$ cat src/rtl/six_bit_accumulator_if.sv
// Operand-in / result-out handshake bundle for six_bit_accumulator.
interface six_bit_accumulator_if;
    logic       in_valid;
    logic       in_ready;
    logic [5:0] in_data;
    logic       out_valid;
    logic       out_ready;
    logic [5:0] sum;
    logic [2:0] ovf_cnt;

    modport master (
        output in_valid, in_data, out_ready,
        input  in_ready, out_valid, sum, ovf_cnt
    );

    modport slave (
        input  in_valid, in_data, out_ready,
        output in_ready, out_valid, sum, ovf_cnt
    );
endinterface

$ cat src/rtl/six_bit_accumulator.sv
// Sums NUM_OPS 6-bit operands per result and counts carry-outs (saturating at 7).
// Optional feature: SIX_BIT_ACC_SATURATE_EN pins acc at 6'h3F after any carry-out.
module six_bit_adder (
    input  logic [5:0] a,
    input  logic [5:0] b,
    input  logic       cin,
    output logic [5:0] s,
    output logic       cout
);
    assign {cout, s} = 7'(a) + 7'(b) + 7'(cin);
endmodule

module six_bit_accumulator #(
    parameter int unsigned NUM_OPS = 4
) (
    input  logic                  clk,
    input  logic                  rst,
    six_bit_accumulator_if.slave  bus
);
    localparam int unsigned DATA_W = 6;
    localparam int unsigned CNT_W  = 3;
    localparam int unsigned OVF_W  = 3;
    localparam logic [CNT_W-1:0] LAST_OP = CNT_W'(NUM_OPS - 1);
    localparam logic [OVF_W-1:0] OVF_MAX = '1;

    typedef enum logic {ACC, HOLD} state_t;

    state_t              state_q, state_d;
    logic [DATA_W-1:0]   acc_q, acc_d;
    logic [CNT_W-1:0]    op_cnt_q, op_cnt_d;
    logic [OVF_W-1:0]    ovf_cnt_q, ovf_cnt_d;
    logic                in_ready_q, in_ready_d;
    logic                out_valid_q, out_valid_d;

    logic [DATA_W-1:0]   add_sum;
    logic                add_carry;

    six_bit_adder u_adder (
        .a    (acc_q),
        .b    (bus.in_data),
        .cin  (1'b0),
        .s    (add_sum),
        .cout (add_carry)
    );

    // State register; reset wins over any transfer or consume on the same edge.
    always_ff @(posedge clk) begin
        if (rst) begin
            state_q     <= ACC;
            acc_q       <= '0;
            op_cnt_q    <= '0;
            ovf_cnt_q   <= '0;
            in_ready_q  <= 1'b1;
            out_valid_q <= 1'b0;
        end else begin
            state_q     <= state_d;
            acc_q       <= acc_d;
            op_cnt_q    <= op_cnt_d;
            ovf_cnt_q   <= ovf_cnt_d;
            in_ready_q  <= in_ready_d;
            out_valid_q <= out_valid_d;
        end
    end

    // Next-state: accumulate in ACC, present and wait for consumer in HOLD.
    always_comb begin
        state_d     = state_q;
        acc_d       = acc_q;
        op_cnt_d    = op_cnt_q;
        ovf_cnt_d   = ovf_cnt_q;
        in_ready_d  = in_ready_q;
        out_valid_d = out_valid_q;

        unique case (state_q)
            ACC: begin
                if (bus.in_valid) begin
`ifdef SIX_BIT_ACC_SATURATE_EN
                    acc_d = add_carry ? DATA_W'(6'h3F) : add_sum;
`else
                    acc_d = add_sum;
`endif
                    op_cnt_d  = op_cnt_q + CNT_W'(1);
                    ovf_cnt_d = (add_carry && (ovf_cnt_q != OVF_MAX))
                                ? ovf_cnt_q + OVF_W'(1) : ovf_cnt_q;
                    if (op_cnt_q == LAST_OP) begin
                        state_d     = HOLD;
                        in_ready_d  = 1'b0;
                        out_valid_d = 1'b1;
                    end
                end
            end
            HOLD: begin
                if (bus.out_ready) begin
                    state_d     = ACC;
                    acc_d       = '0;
                    op_cnt_d    = '0;
                    ovf_cnt_d   = '0;
                    in_ready_d  = 1'b1;
                    out_valid_d = 1'b0;
                end
            end
            default: ;
        endcase
    end

    assign bus.in_ready  = in_ready_q;
    assign bus.out_valid = out_valid_q;
    assign bus.sum       = acc_q;
    assign bus.ovf_cnt   = ovf_cnt_q;
endmodule

$ cat src/flat_wrapper.sv
// flat-port wrapper written by rule: the top's interface ports become plain ports
module six_bit_accumulator_flat 
#(
    parameter int unsigned NUM_OPS = 4
)
  (clk, rst, bus_in_valid, bus_in_data, bus_out_ready, bus_in_ready, bus_out_valid, bus_sum, bus_ovf_cnt);
  six_bit_accumulator_if bus_i ();
  input  logic clk;
  input  logic rst;
  input wire logic [$bits(bus_i.in_valid)-1:0] bus_in_valid;
  input wire logic [$bits(bus_i.in_data)-1:0] bus_in_data;
  input wire logic [$bits(bus_i.out_ready)-1:0] bus_out_ready;
  output wire logic [$bits(bus_i.in_ready)-1:0] bus_in_ready;
  output wire logic [$bits(bus_i.out_valid)-1:0] bus_out_valid;
  output wire logic [$bits(bus_i.sum)-1:0] bus_sum;
  output wire logic [$bits(bus_i.ovf_cnt)-1:0] bus_ovf_cnt;
  assign bus_i.in_valid = bus_in_valid;
  assign bus_i.in_data = bus_in_data;
  assign bus_i.out_ready = bus_out_ready;
  assign bus_in_ready = bus_i.in_ready;
  assign bus_out_valid = bus_i.out_valid;
  assign bus_sum = bus_i.sum;
  assign bus_ovf_cnt = bus_i.ovf_cnt;
  six_bit_accumulator #(.NUM_OPS(NUM_OPS)) u_core (.clk(clk), .rst(rst), .bus(bus_i));
endmodule
$ cat config.mk
export PLATFORM = sky130hd
export DESIGN_NAME = six_bit_accumulator_flat
export DESIGN_NICKNAME = d
export VERILOG_FILES = /design/src/rtl/six_bit_accumulator_if.sv /design/src/rtl/six_bit_accumulator.sv /design/src/flat_wrapper.sv
export SDC_FILE = /design/constraint.sdc
export NUM_CORES = 1
export LEC_CHECK = 0
export CAP_MARGIN = 20
export CORE_UTILIZATION = 52
export CTS_BUF_LIST = sky130_fd_sc_hd__clkbuf_16
export CTS_CLUSTER_SIZE = 14
export DETAILED_ROUTE_END_ITERATION = 10
export GPL_ROUTABILITY_DRIVEN = 0
export MAX_ROUTING_LAYER = met4
export PLACE_DENSITY_LB_ADDON = 0.15
export SYNTH_ARGS = -nofsm -noshare
export SYNTH_HDL_FRONTEND = slang
export SYNTH_SLANG_ARGS = --single-unit
$ cat constraint.sdc
create_clock -name clk -period 4.1 [get_ports clk]
set_clock_uncertainty 0.05 [all_clocks]
set_input_delay 0.82 -clock clk [delete_from_list [all_inputs] [get_ports clk]]
set_output_delay 0.82 -clock clk [all_outputs]
set_load 0.01 [all_outputs]
# --- After elaboration in Yosys (flattened, before gate mapping) ---
# Index checks and enable logic that the tools add are counted.
totals:
  register_bits: 15
  latch_bits: 0
  ramBits: 0
  romBits: 0
  output_inout_bits: 11
  mem_count: 0
classes:
  add_sub_neg: 3
  mul: 0
  div: 0
  n_lt_le_gt_ge: 0
  n_eq_ne: 6
  shifts: 0
  n_mux: 21
  bitwise: 1
  n_reduce_logical: 4
op_table:
  columns: ["op", "count"]
  rows:
  - ["$mux W3", 4]
  - ["$mux W6", 2]
  - ["$pmux W3 S2", 2]
  - ["$pmux W6 S2", 1]
  - ["$mux W1", 9]
  - ["$add A6 B6 Y7", 1]
  - ["$add A3 B1 Y3 const B", 2]
  - ["$pmux W1 S2", 3]
  - ["$reduce_and A3 Y1", 2]
  - ["$ne A2 B1 Y1 const B", 2]
  - ["$ne A2 B2 Y1 const B", 2]
  - ["$eq A3 B2 Y1 const B", 1]
  - ["$ne A3 B3 Y1 const B", 1]
  - ["$reduce_and A2 Y1", 1]
  - ["$logic_and A1 B1 Y1", 1]
  - ["$not A1 Y1", 1]

# --- Depth between registers and ports, before layout ---
depth:
  word_depth: 5
  mapped_depth: 8
  ltp_nobuf: 8

# --- Modules after synthesis ---
# A second synthesis with hierarchy kept.
hier_totals:
  cells_unflattened: 111
  area_unflattened_um2: 999.7
modules_own_cells:
  columns: ["mod", "instances", "cells_per_inst", "area_per_inst_um2", "seq_area_each_um2"]
  rows:
  - ["six_bit_accumulator", 1, 83, 749.5, 300.3]
  - ["six_bit_adder", 1, 28, 250.2, 0.0]

# --- Worst setup path before layout ---
# No wires, ideal clock.
synth_timing:
  path_kind: "input to register"
  startpoint: "in bus_in_data[0]"
  endpoint: "reg u_core.ovf_cnt_q[1] (netlist: u_core.bus.ovf_cnt[1])"
  arrival_ps: 2060
  setup_slack_ps: 1919
  stages: 8
  path_buffers: 0
  path_cell_list: "ha_1 > inv_1 > fa_1 > nor2b_4 > o31a_4 > o31ai_4 > nand3_1 > a21oi_1"
synth_between:
  elab_chain_cells: 4
synth_lines:
  columns: ["item", "line", "text"]
  rows:
  - ["start: declaration", "flat_wrapper.sv:11", "input wire logic [$bits(bus_i.in_data)-1:0] bus_in_data;"]
  - ["$add A6 B6 Y7", "six_bit_accumulator.sv:10", "assign {cout, s} = 7'(a) + 7'(b) + 7'(cin);"]
  - ["$logic_and A1 B1 Y1", "six_bit_accumulator.sv:83", "ovf_cnt_d = (add_carry && (ovf_cnt_q != OVF_MAX))"]
  - ["$ne A2 B1 Y1 (no source line)", null, null]
  - ["$reduce_and A3 Y1 (no source line)", null, null]
  - ["end signal: assignment", "six_bit_accumulator.sv:59", "ovf_cnt_q <= ovf_cnt_d;"]
  - ["end: declaration", "six_bit_accumulator.sv:31", "logic [OVF_W-1:0] ovf_cnt_q, ovf_cnt_d;"]
# Every way passes these cells.
# A chain may end at the register's enable or synchronous reset.

# --- Worst setup path in the final report ---
layout_timing:
  startpoint: "in bus_in_data[0]"
  endpoint: "reg u_core.ovf_cnt_q[2] (netlist: u_core.bus.ovf_cnt[2])"
# Same word-level chain as after synthesis.

==> results <==
- TritonCTS built the clock tree.
- The clock input transition at the sequential cells of the worst setup and hold paths is 0.05 ns.
- The cell area that synthesis handed to floorplanning was 922 um^2.
- Measured against its own limit, the worst slew margin works out to 0.598.
- Summed over all nets, the switching power comes to 127 uW.
- The layout filler cell count is 126.
- The flip-flop and latch count after synthesis is 15.
- The run finished with clean final reports.
- The first routing iteration left 16 violations.
- Across all hold checks on the routed design, the worst slack comes to 0.442 ns.
- The total leakage power is 0.000502 uW.
- For this run, the post-layout net count is 145.
- The routed design uses 96 um of met3 wire.
- Synthesis produced a netlist whose cell count is 104.
- The Yosys step of the flow raised 0 warnings.
- The placeable core area is 1580 um^2.
- For the worst setup path, the data arrival time is 2.65 ns.
- The share of the Yosys chip area taken by registers is 0.326.
- The kind of start point of the critical path is an input pin.
- Setup repair after global routing left no endpoint under its margin.
- At the pin with the least slew margin, the transition time is 0.601 ns.
- The final count of hold timing violations came to 0.
- The global-route congestion overflow total is 0.
- 0 antenna diodes ended up in the layout.
- Entering global routing, the biggest net connects 18 pins.
- The worst-path cell with the longest stage delay is clkdlybuf4s50_1.
- The detailed router put a total of 880 um of wire on met1.
- In the finished design, the share of the clock period the worst path needs comes to 0.619.
- The endpoint class of the critical path is a flip-flop.
- The synthesized design spends more area on one cell type than any other, namely dfxtp_1.
- The via count of the first global-routing pass came to 939.
- For this run, asynchronously set or reset flops after synthesis account for 0.
- The post-detailed-route count of antenna-violating nets is 0.
- The first TritonRoute pass finished after 6 iterations.
- The overall die height is 44.1 um.
- For this design the ratio of total power to cell area is 396 nW/um^2.
- The floorplan step defined a die boundary enclosing 1950 um^2.
- The initial antenna violation count is 0.
- The kind of critical path is in2reg.
- The I/O pin count is 21.
- The number of maximum-capacitance constraint violations is 0.
- The routed length on met2 is 1090 um.
- For this design, the CTS-stage hold fixing added 0 buffers.
- The signal on the critical path passes through clkdlybuf4s50_1 > ha_1 > inv_1 > fa_1 > nor2b_4 > o31a_4 > o31ai_4 > nand3_1 > a21oi_1.
- Clock tree synthesis inserted a total of 3 buffers.
- The share of synthesized area in the top cell type comes to 0.326.
- The worst-skew pair later-pin latency is 0.25 ns.
- The share of total power in sequential cells is 0.354.
- The net count after synthesis is 125.
- The max-slew violation count is 0.
- For the final routed database, the setup TNS stands at 0 ns.
- The maximum resistive drop on vdd is 0.323 mV.
- The buffer depth of the longest clock path is 2.
- The count of H-tree levels built during CTS is 1.
- Once the clock tree was built, the setup fixing pass inserted 0 buffers.
- The number of enable flip-flop cells after synthesis is 0.
- Across every metal layer, demand over resource in global routing totals 0.272.
- The post-detailed-route wirelength per cell is 15.1 um.
- The most frequently used flop master after synthesis is dfxtp_1.
- The share of total power dissipated in the clock network is 0.397.
- Yosys attributes the largest share of cell area to dfxtp_1 33%, ha_1 14%, nor2_1 6.5%.
- The number of vias after detailed routing is 830.
- The worst min-delay path class is reg2reg.
- The internal power of the cells totals 347 uW.
- The area growth from synthesis to layout is 29.9%.
- The fraction of power consumed by combinational cells is 0.249.
- Counting distinct cell types in the post-synthesis netlist gives 30.
- In this run the worst path has a maximum fanout of 4.
- The first-pass GRT wire length is 3880 um.
- Of the cells placed in the final design, the portion with a size suffix greater than 1 is 0.0569.
- Detailed placement finished with a half-perimeter wire length of 1520 um.
- Dividing the detail-routed via count by the number of cells gives 5.97.
- The number of gates resized after CTS is 0.
- The count of buffers added on input and output ports is 20.
- The tree is rooted in a clkbuf_16.
- After synthesis, the mean cell area works out to 8.87 um^2.
- Counting every sink on the clock net gives 15.
- The largest single stage delay on the critical path is 0.41 ns.
- The clock period could shrink to 2.54 ns.
- The highest metal layer with signal wires is met4.
- The number of design rule violations left after detail routing is 0.
- The final wirelength is 2100 um.
- The die is 44.1 um wide.
- The floorplan has 14 rows.
- The setup violation total in the final timing report is 0.
- The initial cell density of the core is 0.585.
- Timing would allow up to 0.394 GHz.
- Of the total power, the share spent switching nets is 0.268.
- STA puts the critical path data required time at 4.21 ns.
logic make-up (layout without fill, tap and decap cells):
kind of cell | after synthesis | after routing | synth area share
fa+ha+maj | 11 | 11 | 0.157
simple gates | 34 | 34 | 0.190
xor+xnor | 4 | 4 | 0.0380
flops | 15 | 15 | 0.326
compound gates | 28 | 28 | 0.221
buf+inv | 10 | 29 | 0.0461
mux | 2 | 2 | 0.0217
power groups by stage:
stage	combinational [uW]	sequential, uW	clock, uW
floorplan	74.8	173	0
global placement	112	170	0
detailed placement	116	171	0
CTS	118	168	191
global route	131	170	194
finish	118	168	188
area by class of cell:
| class | instances | area [um^2] | area share |
|---|---|---|---|
| well taps | 16 | 20.0 | 0.0167 |
| clock inverters | 1 | 3.75 | 0.00313 |
| multi-input cells | 79 | 579 | 0.484 |
| inverters | 5 | 18.8 | 0.0157 |
| repair buffers | 20 | 200 | 0.167 |
| clock buffers | 3 | 75.1 | 0.0627 |
| flip-flops and latches | 15 | 300 | 0.251 |
layer usage:
layer,track usage,up-vias
met3,0.0449,4
met4,0.139,0
met5,-,-
li1,-,412
met2,0.450,22
met1,0.316,392
critical path: cells and delay by family:
family	cells	cell delay [ns]
buffers and inverters	2	0.48
adders and majority gates	2	0.46
and+or+nand+nor	2	0.18
AOI/OAI and AO/OA	3	0.70
placed cells by master, fill, tap and decap left out:
master | Yosys | layout
a211oi_1 | 2 | 2
a21o_1 | 3 | 3
a21oi_1 | 9 | 9
a31oi_1 | 6 | 6
clkbuf_16 | 0 | 3
clkdlybuf4s50_1 | 0 | 20
dfxtp_1 | 15 | 15
fa_1 | 1 | 1
ha_1 | 10 | 10
inv_1 | 5 | 6
mux2i_1 | 2 | 2
nand2_1 | 5 | 5
nand2b_1 | 2 | 2
nand3_1 | 5 | 5
nand3b_1 | 1 | 1
nand4_1 | 1 | 1
nand4b_1 | 1 | 1
nor2_1 | 16 | 16
nor2b_1 | 1 | 1
nor2b_4 | 1 | 1
nor3_4 | 1 | 1
o21a_1 | 1 | 1
o21ai_0 | 1 | 1
o311ai_0 | 1 | 1
o311ai_1 | 1 | 1
o31a_4 | 1 | 1
o31ai_1 | 2 | 2
o31ai_4 | 1 | 1
xnor2_1 | 4 | 4
flip-flops by register name (all words and copies together), names as in the netlist:
| signal | cells |
|---|---|
| u_core.state_q | 1 |
| u_core.bus.out_valid | 1 |
| u_core.op_cnt_q | 3 |
| u_core.bus.sum | 6 |
| u_core.bus.ovf_cnt | 3 |
| u_core.bus.in_ready | 1 |
metrics by stage:
stage | util | total power, uW | worst slack [ns] | std cells | instance area [um^2]
3_3_place_gp | 0.710 | 282 | 1.42 | 135 | 1120
2_1_floorplan | - | 247 | 1.92 | 104 | 922
5_1_grt | 0.760 | 496 | 1.42 | 139 | 1200
3_5_place_dp | 0.710 | 287 | 1.34 | 135 | 1120
4_1_cts | 0.760 | 477 | 1.58 | 139 | 1200
6_report | 0.760 | 474 | 1.56 | 139 | 1200
worst paths after layout:
path,from,to,slack (ns),depth (start not counted)
worst min register to register,u_core.bus.sum[3]$_SDFFE_PP0P_,u_core.bus.sum[3]$_SDFFE_PP0P_,0.44,2
worst max-delay path,bus_in_data[0],u_core.bus.ovf_cnt[2]$_SDFFE_PP0P_,1.56,9
worst min-delay path,u_core.bus.sum[3]$_SDFFE_PP0P_,u_core.bus.sum[3]$_SDFFE_PP0P_,0.44,2
worst max register to register,u_core.bus.sum[0]$_SDFFE_PP0P_,u_core.bus.ovf_cnt[2]$_SDFFE_PP0P_,2.21,8
synthesized netlist by cell type, types with 2 or more instances:
master,count
nor2_1,16
dfxtp_1,15
ha_1,10
a21oi_1,9
a31oi_1,6
inv_1,5
nand2_1,5
nand3_1,5
xnor2_1,4
a21o_1,3
clkbuf_1,3
a211oi_1,2
mux2i_1,2
nand2b_1,2
o31ai_1,2
(Power assumes the default switching activity.)
==> variant 1, RTL diff (config.mk and constraints unchanged) <==
The localparam `CNT_W` goes from 3 to 2.
--- a/src/rtl/six_bit_accumulator.sv
+++ b/src/rtl/six_bit_accumulator.sv
@@ -19,5 +19,5 @@
 );
     localparam int unsigned DATA_W = 6;
-    localparam int unsigned CNT_W  = 3;
+    localparam int unsigned CNT_W  = 2;
     localparam int unsigned OVF_W  = 3;
     localparam logic [CNT_W-1:0] LAST_OP = CNT_W'(NUM_OPS - 1);
Behaviour: no difference found for any inputs over 10 cycles, from zero or initial values and one cycle with rst high; that may be too few to reach the edited logic, so the function may still have changed.
==> variant 1 against the unedited design <==
- fmax fell by 7.8%
- final area fell by 8.3%
- sequential cell count fell by 1
- wire length fell by 9.2%
- global-route usage fell by 3.1 points
- first-iteration DRC count rose by 25%
- final cell count fell by 7.2%
- synthesized area fell by 12%
- synthesized cell count fell by 11%
- setup slack got worse by 0.21 ns
- sequential power fell by 8%
- worst hold slack got worse by 0.017 ns
- power fell by 9.3%
- critical endpoint is now u_core.bus.ovf_cnt[0]
- largest cell class unchanged
==> variant 1: results <==
set metrics [dict create \
    netlist_top_cells_area "dfxtp_1 (34%), ha_1 (14%), nor2_1 (6.0%)" \
    power_w 0.000430 \
    insertedDiodeCount 0 \
    wl_per_cell_um 14.8 \
    clk_pin_slew_ns 0.05 \
    place_area_um2 1020 \
    grt_pass1_vias 698 \
    drc_errors 0 \
    antenna_found_initial 0 \
    grt_max_degree 20 \
    wirelength_um 1910 \
    largest_reg_flops 6 \
    dp_slack_ns 1.13 \
    first_iter_violations 20 \
    setup_tns_ns 0 \
    cp_slowest_stage_delay_ns 0.46 \
    rr_endpoint "u_core.bus.ovf_cnt[0]" \
    hold_slack_ns 0.425 \
    reg2reg_depth 7 \
    synth_nets 113 \
    max-cap-violations 0 \
    p_seq_w 0.000154 \
    post-place-cells 125 \
    powerDensity_nw_per_um2 391 \
    timing.rr.start "u_core.bus.sum[0]" \
    first_pass_iters 4 \
    peakVddDrop_v 0.000270 \
    r2r_setup_slack_ns 2.02 \
    track_usage 0.242 \
    io_buffers 20 \
    p_int_w 0.000324 \
    slowest_stage "clkdlybuf4s50_1" \
    cts_buffers 3 \
    cts_root_buf "clkbuf_16" \
    hpwl_um 1410 \
    critPathMaxFanout 3 \
    fillCellCount 100 \
    powerComb_w 0.0000918 \
    htreeDepth 1 \
    hp-class "reg -> reg" \
    cts_setup_buffers 0 \
    async_flop_share 0 \
    power.leakage_nw 0.450 \
    num-nets-final 135 \
    synth_common_cells "dfxtp_1 (14), nor2_1 (13), ha_1 (9)" \
    min-delay-start "u_core.bus.out_valid" \
    cts_max_path_buffers 2 \
    grt_pass1_wl_um 3080 \
    dr_total_vias 749 \
    syn-instance-count 93 \
    drive_gt1_frac 0.0439 \
    yosysUniqueCellTypes 31 \
    outcome "completed" \
    relSlewSlack 0.585 \
    worst_hold_path.endpoint "u_core.bus.out_valid" \
    ys_seq_area_frac 0.345 \
    ys.warnings.count 0 \
    min_path_cells 2 \
    critPathArrivalTime_ns 2.83 \
]
## variant 1: layout make-up
cell class,count,area share
Clock buffer,3,0.0683
Clock inverter,1,0.00342
Inverter,4,0.0137
Multi-Input combinational cell,72,0.460
Sequential cell,14,0.255
Tap cell,15,0.0171
Timing Repair Buffer,20,0.182
## variant 1: worst max path at each step
stage,start,endpoint,slack (ns),cells past startpoint
after detailed placement,bus_in_data[0],u_core.bus.ovf_cnt[0],1.13,8
after global placement,bus_in_data[0],u_core.bus.ovf_cnt[0],1.22,8
after floorplan,bus_in_data[0],u_core.bus.ovf_cnt[0],1.75,7
after CTS,bus_in_data[0],u_core.bus.ovf_cnt[0],1.35,8
final,bus_in_data[0],u_core.bus.ovf_cnt[0],1.35,8
after global routing,bus_in_data[0],u_core.bus.ovf_cnt[0],1.28,8
## variant 1: kinds of logic (layout without fill, tap and decap cells)
| kind of cell | Yosys count | in the layout | synth area share |
|---|---|---|---|
| flops | 14 | 14 | 0.345 |
| fa+ha+maj | 10 | 10 | 0.163 |
| simple gates | 40 | 40 | 0.255 |
| buf+inv | 7 | 28 | 0.0338 |
| compound gates | 18 | 18 | 0.149 |
| mux | 3 | 3 | 0.0431 |
| xor+xnor | 1 | 1 | 0.0108 |
## variant 1: worst max-delay path, delay by kind of cell
kind	cells	cell delay, ns
buffers and inverters	2	0.52
AO/OA/AOI/OAI	2	0.41
AND/OR/NAND/NOR	1	0.15
adder cells (fa/ha/maj)	2	0.61
multiplexers	1	0.32
## variant 1: metal layers
metal,global-route usage,wire length (µm),part of all wire
met4,0.0968,43,0.023
met1,0.300,919,0.48
met3,0.0565,77,0.040
met5,-,0,0
met2,0.378,866,0.45
==> variant 2, RTL diff (config.mk and constraints unchanged) <==
Made on the original files. Make the reset (`rst`) asynchronous in one clocked block.
--- a/src/rtl/six_bit_accumulator.sv
+++ b/src/rtl/six_bit_accumulator.sv
@@ -45,5 +45,5 @@
 
     // State register; reset wins over any transfer or consume on the same edge.
-    always_ff @(posedge clk) begin
+    always_ff @(posedge clk or posedge rst) begin
         if (rst) begin
             state_q     <= ACC;
Check against the original RTL: differs if rst is asserted again (counterexample within 4 cycles, from zero or initial values and one cycle with rst high); with rst held inactive, the same outputs for 10 cycles.
==> variant 2 against the unedited design <==
- largest cell class unchanged
- via count down 7.8%
- synthesized cell count shrank 8.7%
- sequential cell count is the same
- final area up 2.2%
- die area is 0.77% higher
- synthesized area is 0.81% higher
- setup slack hardly changed
- wire length down 11%
Power is not compared: it rests on default switching activity, and its combinational part moved more than twofold at a synthesized area within 25%.
==> variant 2: results <==
set metrics [dict create \
    first_pass_iters 4 \
    grt_pass1_wl_um 3330 \
    post-place-cells 137 \
    async_flop_share 1.00 \
    outcome "completed" \
    track_usage 0.246 \
    synth_common_cells "dfrtp_1 (14), nor2_1 (12), nand2_1 (11)" \
    reg2reg_depth 7 \
    min-delay-start "u_core.op_cnt_q[2]" \
    ys_seq_area_frac 0.405 \
    critPathArrivalTime_ns 2.60 \
    grtUsageMet1 0.275 \
    relSlewSlack 0.567 \
    wl_met3_um 62 \
    yosysUniqueCellTypes 28 \
    synth_nets 116 \
    vias_per_cell 5.43 \
    wl_met2_um 951 \
    synth_compound_area_frac 0.141 \
    synth_adder_area_share 0.156 \
    hold_slack_ns 0.456 \
    first_iter_violations 18 \
    grt_max_degree 16 \
    final_cells 141 \
    synth.avg_cell_area_um2 9.79 \
    met2_usage 0.415 \
    grt_util_met3 0.0694 \
    worst_hold_path.endpoint "u_core.op_cnt_q[2]" \
    cp_slowest_stage_delay_ns 0.45 \
    dp_slack_ns 1.30 \
    critPathMaxFanout 3 \
    wl_per_cell_um 13.3 \
    num-nets-final 139 \
    place_area_um2 1140 \
    synth-xor-area-share 0.00942 \
]
[variant 2: changes by cell type after synthesis, sizes merged, moves of 4 or more]
cell	delta
nor2	-4
o21ai	+7
a31oi	-6
a21oi	-6
dfrtp	+14
nand2	+6
dfxtp	-15
[variant 2: kinds of logic after synthesis]
family	Yosys count
AO/OA/AOI/OAI	19
XOR/XNOR	1
adder cells (fa/ha/maj)	11
buffers and inverters	9
flip-flops	15
multiplexers	4
AND/OR/NAND/NOR	36
[variant 2: critical path: cells and delay by family]
family	cells	cell delay (ns)
AOI/OAI and AO/OA	2	0.41
adders and majority gates	2	0.53
buffers and inverters	2	0.51
muxes	1	0.14
and+or+nand+nor	1	0.19
[variant 2: power breakdown]
part	switching [W]	internal, W	total (W)
registers	0.0000647	0.000223	0.000288
clock network	0.0000592	0.000130	0.000189
logic	0.000223	0.000232	0.000454
[variant 2: final cells by class]
type | instances | area (µm²)
Tap cell | 24 | 30.0
Sequential cell | 15 | 377
Multi-Input combinational cell | 71 | 510
Fill cell | 117 | 370
Inverter | 7 | 26.3
Timing Repair Buffer | 20 | 200
Clock inverter | 1 | 5.00
Clock buffer | 3 | 75.1
[variant 2: worst max path at each step]
stage	cells past startpoint	end	slack, ns	startpoint
after floorplan	7	u_core.bus.ovf_cnt[0]	1.90	bus_in_data[0]
after global placement	8	u_core.bus.ovf_cnt[1]	1.37	bus_in_data[0]
after detailed placement	8	u_core.bus.ovf_cnt[2]	1.30	bus_in_data[0]
after CTS	8	u_core.bus.ovf_cnt[1]	1.56	bus_in_data[0]
after global routing	8	u_core.bus.ovf_cnt[1]	1.40	bus_in_data[0]
final	8	u_core.bus.ovf_cnt[2]	1.56	bus_in_data[0]
